[config.mk]
export PLATFORM = sky130hd
export DESIGN_NAME = vga_timing_gen
export DESIGN_NICKNAME = d
export VERILOG_FILES = /design/src/rtl/vga_timing_gen.sv
export SDC_FILE = /design/constraint.sdc
export NUM_CORES = 1
export LEC_CHECK = 0
export ABC_AREA = 1
export CORE_ASPECT_RATIO = 1.25
export CORE_MARGIN = 3
export CORE_UTILIZATION = 54
export CTS_CLUSTER_SIZE = 12
export DETAILED_ROUTE_END_ITERATION = 8
export GPL_TIMING_DRIVEN = 0
export HOLD_SLACK_MARGIN = 0.12
export PLACE_DENSITY = 0.83
export SYNTH_ARGS = -nofsm -noshare
export SYNTH_HDL_FRONTEND = slang
export SYNTH_SLANG_ARGS = --single-unit
[constraint.sdc]
create_clock -name clk -period 2.45 [get_ports clk]
set_input_delay 0.49 -clock clk [delete_from_list [all_inputs] [get_ports clk]]
set_output_delay 0.49 -clock clk [all_outputs]
set_load 0.02 [all_outputs]
[src/rtl/vga_timing_gen.sv]
// Parametrised VGA sync/timing generator with clock divider,
// run/park control, strobes and a sync delay line. Optional frame
// counter port enabled by defining VGA_FRAME_CNT_EN.
module vga_timing_gen #(
    parameter int H_DISPLAY = 640,
    parameter int H_FRONT   = 16,
    parameter int H_SYNC    = 96,
    parameter int H_BACK    = 48,
    parameter int V_DISPLAY = 480,
    parameter int V_FRONT   = 10,
    parameter int V_SYNC    = 2,
    parameter int V_BACK    = 33,
    parameter int HSYNC_POL = 0,
    parameter int VSYNC_POL = 0,
    parameter int CLK_DIV   = 1,
    parameter int PIPE_DLY  = 0,
    parameter int POS_W     = 10
) (
    input  logic             clk,
    input  logic             reset_n,
    input  logic             run,
    output logic             pix_en,
    output logic [POS_W-1:0] hpos,
    output logic [POS_W-1:0] vpos,
    output logic             hsync,
    output logic             vsync,
    output logic             display_on,
    output logic             line_start,
    output logic             frame_start
`ifdef VGA_FRAME_CNT_EN
    ,
    output logic [7:0]       frame_cnt
`endif
);

    localparam int H_TOTAL = H_DISPLAY + H_FRONT + H_SYNC + H_BACK;
    localparam int V_TOTAL = V_DISPLAY + V_FRONT + V_SYNC + V_BACK;

    // Reject nonsensical configurations at elaboration time
    generate
        if (H_DISPLAY < 1 || H_FRONT < 1 || H_SYNC < 1 || H_BACK < 1 ||
            V_DISPLAY < 1 || V_FRONT < 1 || V_SYNC < 1 || V_BACK < 1)
        begin : g_bad_field
            $error("vga_timing_gen: timing fields must be nonzero");
        end
        if (CLK_DIV < 1 || CLK_DIV > 16) begin : g_bad_div
            $error("vga_timing_gen: CLK_DIV out of range 1..16");
        end
        if (PIPE_DLY < 0 || PIPE_DLY > 8) begin : g_bad_dly
            $error("vga_timing_gen: PIPE_DLY out of range 0..8");
        end
        if (POS_W < 1 || POS_W > 16 ||
            (H_TOTAL - 1) >= (1 << POS_W) ||
            (V_TOTAL - 1) >= (1 << POS_W)) begin : g_bad_posw
            $error("vga_timing_gen: POS_W too narrow");
        end
    endgenerate

    localparam logic [POS_W-1:0] L_HLAST = POS_W'(H_TOTAL - 1);
    localparam logic [POS_W-1:0] L_VLAST = POS_W'(V_TOTAL - 1);
    localparam logic [POS_W-1:0] L_HDISP = POS_W'(H_DISPLAY);
    localparam logic [POS_W-1:0] L_VDISP = POS_W'(V_DISPLAY);
    localparam logic [POS_W-1:0] L_HSS   = POS_W'(H_DISPLAY + H_FRONT);
    localparam logic [POS_W-1:0] L_HSE   = POS_W'(H_DISPLAY + H_FRONT + H_SYNC);
    localparam logic [POS_W-1:0] L_VSS   = POS_W'(V_DISPLAY + V_FRONT);
    localparam logic [POS_W-1:0] L_VSE   = POS_W'(V_DISPLAY + V_FRONT + V_SYNC);
    localparam logic [4:0]       L_DLAST = 5'(CLK_DIV - 1);
    localparam logic             L_HS_ON  = (HSYNC_POL != 0);
    localparam logic             L_VS_ON  = (VSYNC_POL != 0);
    // Inactive {hsync, vsync, display_on} levels
    localparam logic [2:0]       L_OFF    = {~L_HS_ON, ~L_VS_ON, 1'b0};

    logic [4:0]       r_div;
    logic [POS_W-1:0] r_hpos;
    logic [POS_W-1:0] r_vpos;
    logic             r_pix_en;
    logic             r_line_start;
    logic             r_frame_start;
    logic [2:0]       r_raw;

    logic             w_tick;
    logic             w_hwrap;
    logic [POS_W-1:0] w_hnext;
    logic [POS_W-1:0] w_vnext;
    logic             w_hs_act;
    logic             w_vs_act;
    logic             w_de;
    logic [2:0]       w_raw_next;
    logic [2:0]       w_out;

    // Next position and the sync levels that belong to it
    always_comb begin
        w_tick   = (r_div == L_DLAST);
        w_hwrap  = (r_hpos == L_HLAST);
        w_hnext  = w_hwrap ? '0 : r_hpos + POS_W'(1);
        w_vnext  = r_vpos;
        if (w_hwrap) begin
            w_vnext = (r_vpos == L_VLAST) ? '0 : r_vpos + POS_W'(1);
        end
        w_hs_act   = (w_hnext >= L_HSS) && (w_hnext < L_HSE);
        w_vs_act   = (w_vnext >= L_VSS) && (w_vnext < L_VSE);
        w_de       = (w_hnext < L_HDISP) && (w_vnext < L_VDISP);
        w_raw_next = {w_hs_act ? L_HS_ON : ~L_HS_ON,
                      w_vs_act ? L_VS_ON : ~L_VS_ON,
                      w_de};
    end

    // Divider, position counters, strobes and undelayed sync
    always_ff @(posedge clk or negedge reset_n) begin
        if (!reset_n) begin
            r_div         <= '0;
            r_hpos        <= L_HLAST;
            r_vpos        <= L_VLAST;
            r_pix_en      <= 1'b0;
            r_line_start  <= 1'b0;
            r_frame_start <= 1'b0;
            r_raw         <= L_OFF;
        end else if (!run) begin
            r_div         <= '0;
            r_hpos        <= L_HLAST;
            r_vpos        <= L_VLAST;
            r_pix_en      <= 1'b0;
            r_line_start  <= 1'b0;
            r_frame_start <= 1'b0;
            r_raw         <= L_OFF;
        end else begin
            r_pix_en      <= w_tick;
            r_line_start  <= w_tick && (w_hnext == '0);
            r_frame_start <= w_tick && (w_hnext == '0) && (w_vnext == '0);
            if (w_tick) begin
                r_div  <= '0;
                r_hpos <= w_hnext;
                r_vpos <= w_vnext;
                r_raw  <= w_raw_next;
            end else begin
                r_div  <= r_div + 5'd1;
            end
        end
    end

    generate
        if (PIPE_DLY == 0) begin : g_nodly
            assign w_out = r_raw;
        end else begin : g_dly
            logic [2:0] r_pipe [PIPE_DLY];
            // Tick-aligned delay line, flushed to idle levels on park
            always_ff @(posedge clk or negedge reset_n) begin
                if (!reset_n) begin
                    for (int i = 0; i < PIPE_DLY; i++) r_pipe[i] <= L_OFF;
                end else if (!run) begin
                    for (int i = 0; i < PIPE_DLY; i++) r_pipe[i] <= L_OFF;
                end else if (w_tick) begin
                    r_pipe[0] <= r_raw;
                    for (int i = 1; i < PIPE_DLY; i++) r_pipe[i] <= r_pipe[i-1];
                end
            end
            assign w_out = r_pipe[PIPE_DLY-1];
        end
    endgenerate

`ifdef VGA_FRAME_CNT_EN
    logic [7:0] r_frame_cnt;
    // Counts frames; updates together with frame_start, holds when parked
    always_ff @(posedge clk or negedge reset_n) begin
        if (!reset_n) begin
            r_frame_cnt <= '0;
        end else if (run && w_tick && w_hnext == '0 && w_vnext == '0) begin
            r_frame_cnt <= r_frame_cnt + 8'd1;
        end
    end
    assign frame_cnt = r_frame_cnt;
`endif

    assign pix_en      = r_pix_en;
    assign hpos        = r_hpos;
    assign vpos        = r_vpos;
    assign line_start  = r_line_start;
    assign frame_start = r_frame_start;
    assign hsync       = w_out[2];
    assign vsync       = w_out[1];
    assign display_on  = w_out[0];

endmodule

==> metrics.csv <==
stage,metric,value,unit
die,Core ar.,3309,um2
global_routing,gr usage total,24.50,%
run,max-cap viol count,0,
logic_synthesis,most common flop cell mapped by yosys,dfrtp_1,
clock_tree,worst-skew pair later-pin latency,290,ps
routing,Antenna Violating Nets Remaining,0,
clock_tree,"Reg clk slew, reported paths",70,ps
layout,layout overhead on the synthesized area,23.05,%
worst_setup_path,Crit path depth,8,
timing,worst-margin pin slew,682.8,ps
placement,Area after DPL,2227,um2
power_and_ir_drop,Pwr Total,2.631,mW
global_routing,largest net degree at the start of global routing,32,
logic_synthesis,Mapped Cells,261,
routing,drt first pass iters,4,
worst_setup_path,max incr delay on CP,570,ps
power_and_ir_drop,sequential power share,29.2,%
placement,I/O Buffers,28,
clock_tree,H-tree depth,2,
logic_synthesis,Synth area leader,dfrtp_1,
routing,total wire length,4683,um
worst_setup_path,worst setup path category,flip-flop to flip-flop,
worst_setup_path,Critical Path Slowest Stage Cell,dfstp_2,
die,I/O Pins,29,
power_and_ir_drop,combinational power share,50.6,%
power_and_ir_drop,Static Leak,1.090,nW
global_routing,total congestion overflow,0,
logic_synthesis,Post-Syn Nets,269,
worst_setup_path,Buf/Inv on CP,0,
timing,Final Critical Period,2107,ps
worst_setup_path,"CP delay by family, top",simple AND/OR/NAND/NOR gates,
global_routing,first-pass GRT wire length,7872,um
global_routing,vias in the first global route,1721,
routing,DR vias,1874,
clock_tree,Post CTS Setup Buffer Count,0,
timing,Post-Route Skew,4.815,ps
timing,Tcrit/Tclk final,86.02,%
worst_setup_path,element type at the critical path end,flip-flop,
min_path,worst min path class,input port to asynchronous set/reset pin,
logic_synthesis,Mapped Avg Cell Area,7.301,um2
timing,FMAX,474.5,MHz
clock_tree,Num Clock Sinks,31,
clock_tree,Root Driver,clkbuf_8,
timing,max-slew violation count,0,
layout,# diodes,0,
global_routing,initial antenna violation count,0,
power_and_ir_drop,Int Pwr,1.468,mW
timing,Fin. Hold Viols,0,
power_and_ir_drop,Net Sw Power,1.163,mW
logic_synthesis,post-synth top area share,24.95,%
clock_tree,CTS tree,done,
timing,Final Setup Violations,0,
routing,vias per cell,5.611,
die,chip width,59.13,um
worst_setup_path,r2r setup slk,340,ps
clock_tree,Max clock buf depth,2,
clock_tree,CTS Hold Bufs,0,
power_and_ir_drop,PD cells,1122,nW/um2
timing,Worst slew margin,54.48,%
routing,DRC,0,
worst_setup_path,Critical Path Fanout Max,10,
layout,design area,2345,um2
worst_setup_path,Reg2Reg Depth,8,
worst_setup_path,CP most frequent cell,nor2_1,
logic_synthesis,synthesis warning total,0,
logic_synthesis,Post-synth EDFFs,0,
clock_tree,post-cts sizing count,0,
clock_tree,Num CTS Buffers,5,
die,Die Area,4282,um2
worst_setup_path,CP Data Arrival Time,2280,ps
routing,post-DR wirelength/cell,14.02,um
power_and_ir_drop,Sw Share,44.21,%
timing,RSZ-0062 raised after global routing,no,
power_and_ir_drop,Max VDD drop,0.0009999,V
layout,ratio of cells with drive above 1 in the final layout,12.79,%
layout,Final nets,304,
routing,Iter 0 DRT Violations,91,
logic_synthesis,Post-Syn Area,1906,um2
die,FP Rows,23,
logic_synthesis,register area share after synthesis,41.50,%
timing,setup TNS,0,ps
worst_setup_path,Crit path required time,2620,ps
timing,Min Hold Slack,234.1,ps
layout,"Core Util, Final",70.85,%
logic_synthesis,#FFs+latches synth,31,
logic_synthesis,Synth area leaders,"dfrtp_1, dfstp_2, nand2_1",
worst_setup_path,CP Cell Sequence,ha_1 -> nand4_1 -> nor2_4 -> nor2_1 -> a21oi_2 -> nand2_1 -> nor2_1 -> o21ai_1,
placement,HPWL after DPL,3340,um
worst_setup_path,crit start category,flip-flop,
die,initial core utilization,57.58,%
logic_synthesis,"Distinct cells, synth",30,
logic_synthesis,Async SR Flop Fraction,100.0,%
power_and_ir_drop,Clk pwr share,20.2,%
placement,RePlAce Congestion,0.9172,
die,Die Y,72.42,um
run_status,outcome,finished clean,
sequential cells by signal (all words and copies together), names as in the netlist:
| register | flops |
|---|---|
| hpos | 10 |
| vpos | 10 |
| frame_start | 1 |
| pix_en | 1 |
| r_raw | 3 |
| line_start | 1 |
| r_div | 5 |
per-stage QoR:
step | std cells | setup slack [ps]
floorplan | 261 | 567.7
global placement | 326 | 211.4
detailed placement | 326 | 209.2
CTS | 334 | 279.0
global route | 334 | 124.1
finish | 334 | 342.5
cell type report:
| type | count | area (um2) |
|---|---|---|
| Multi-Input combinational cell | 192 | 960.9 |
| Tap cell | 37 | 46.29 |
| Clock buffer | 6 | 82.58 |
| Inverter | 32 | 120.1 |
| Buffer | 6 | 33.78 |
| Timing Repair Buffer | 28 | 275.3 |
| Clock inverter | 2 | 35.03 |
| Sequential cell | 31 | 790.8 |
| Fill cell | 277 | 964.7 |
synth_stat cells (2+ instances only):
master / n
nand2_1: 73
dfrtp_1: 19
xor2_1: 3
nand3_1: 22
nand2_2: 5
o21ai_1: 2
a22oi_1: 5
nor2_4: 2
nor3_2: 2
dfstp_2: 12
ha_1: 5
clkbuf_1: 3
inv_1: 31
nand4_1: 5
nor2_2: 3
nor2_1: 30
o21ai_0: 10
o22ai_1: 9
a31oi_1: 2
a21oi_1: 8
worst paths after layout:
kind,to,from
worst min register to register,r_div[0],r_div[0]
worst min-delay path,hpos[6],reset_n
worst max register to register,r_raw[0],hpos[1]
min in group clk,r_div[0],r_div[0]
max in group asynchronous,r_div[4],reset_n
worst max-delay path,r_raw[0],hpos[1]
per-layer routing:
metal	up-vias	GRT usage [%]	part of all wire [%]
li1	919	-	-
met1	863	31.16	42
met2	78	40.42	49
met3	14	4.448	6.1
met4	0	10.33	2.6
met5	-	0	0
placed cells by master (no fill, tap or decap), drive strengths merged:
cell,instances
xor2,3
buf,4
clkdlybuf4s50,27
dfrtp,19
a22oi,5
a31oi,2
inv,31
nand2,78
o21bai,1
nor3,3
ha,5
o21ai,12
a21oi,9
bufinv,1
nand4,5
o22ai,9
or2,1
nor2,35
dfstp,12
nand3,23
nand3b,1
clkbuf,9
clkinv,2
cell families after synthesis:
kind of cell	count (synthesis)	share of synthesized area (%)
DFF	31	41.50
adders and majority gates	5	3.283
xor gates and xnor gates	3	1.379
and+or+nand+nor	146	34.08
buffers and inverters	38	8.076
AOI/OAI and AO/OA	38	11.69
power groups by stage:
stage / Sequential, mW / Clock (mW) / Combinational (mW)
after global placement: 0.772 / 0 / 1.30
after CTS: 0.768 / 0.535 / 1.32
after global routing: 0.787 / 0.563 / 1.47
after detailed placement: 0.776 / 0 / 1.32
final: 0.768 / 0.533 / 1.33
after floorplan: 0.867 / 0 / 0.823
No activity file was read; power rests on OpenSTA's default activity.
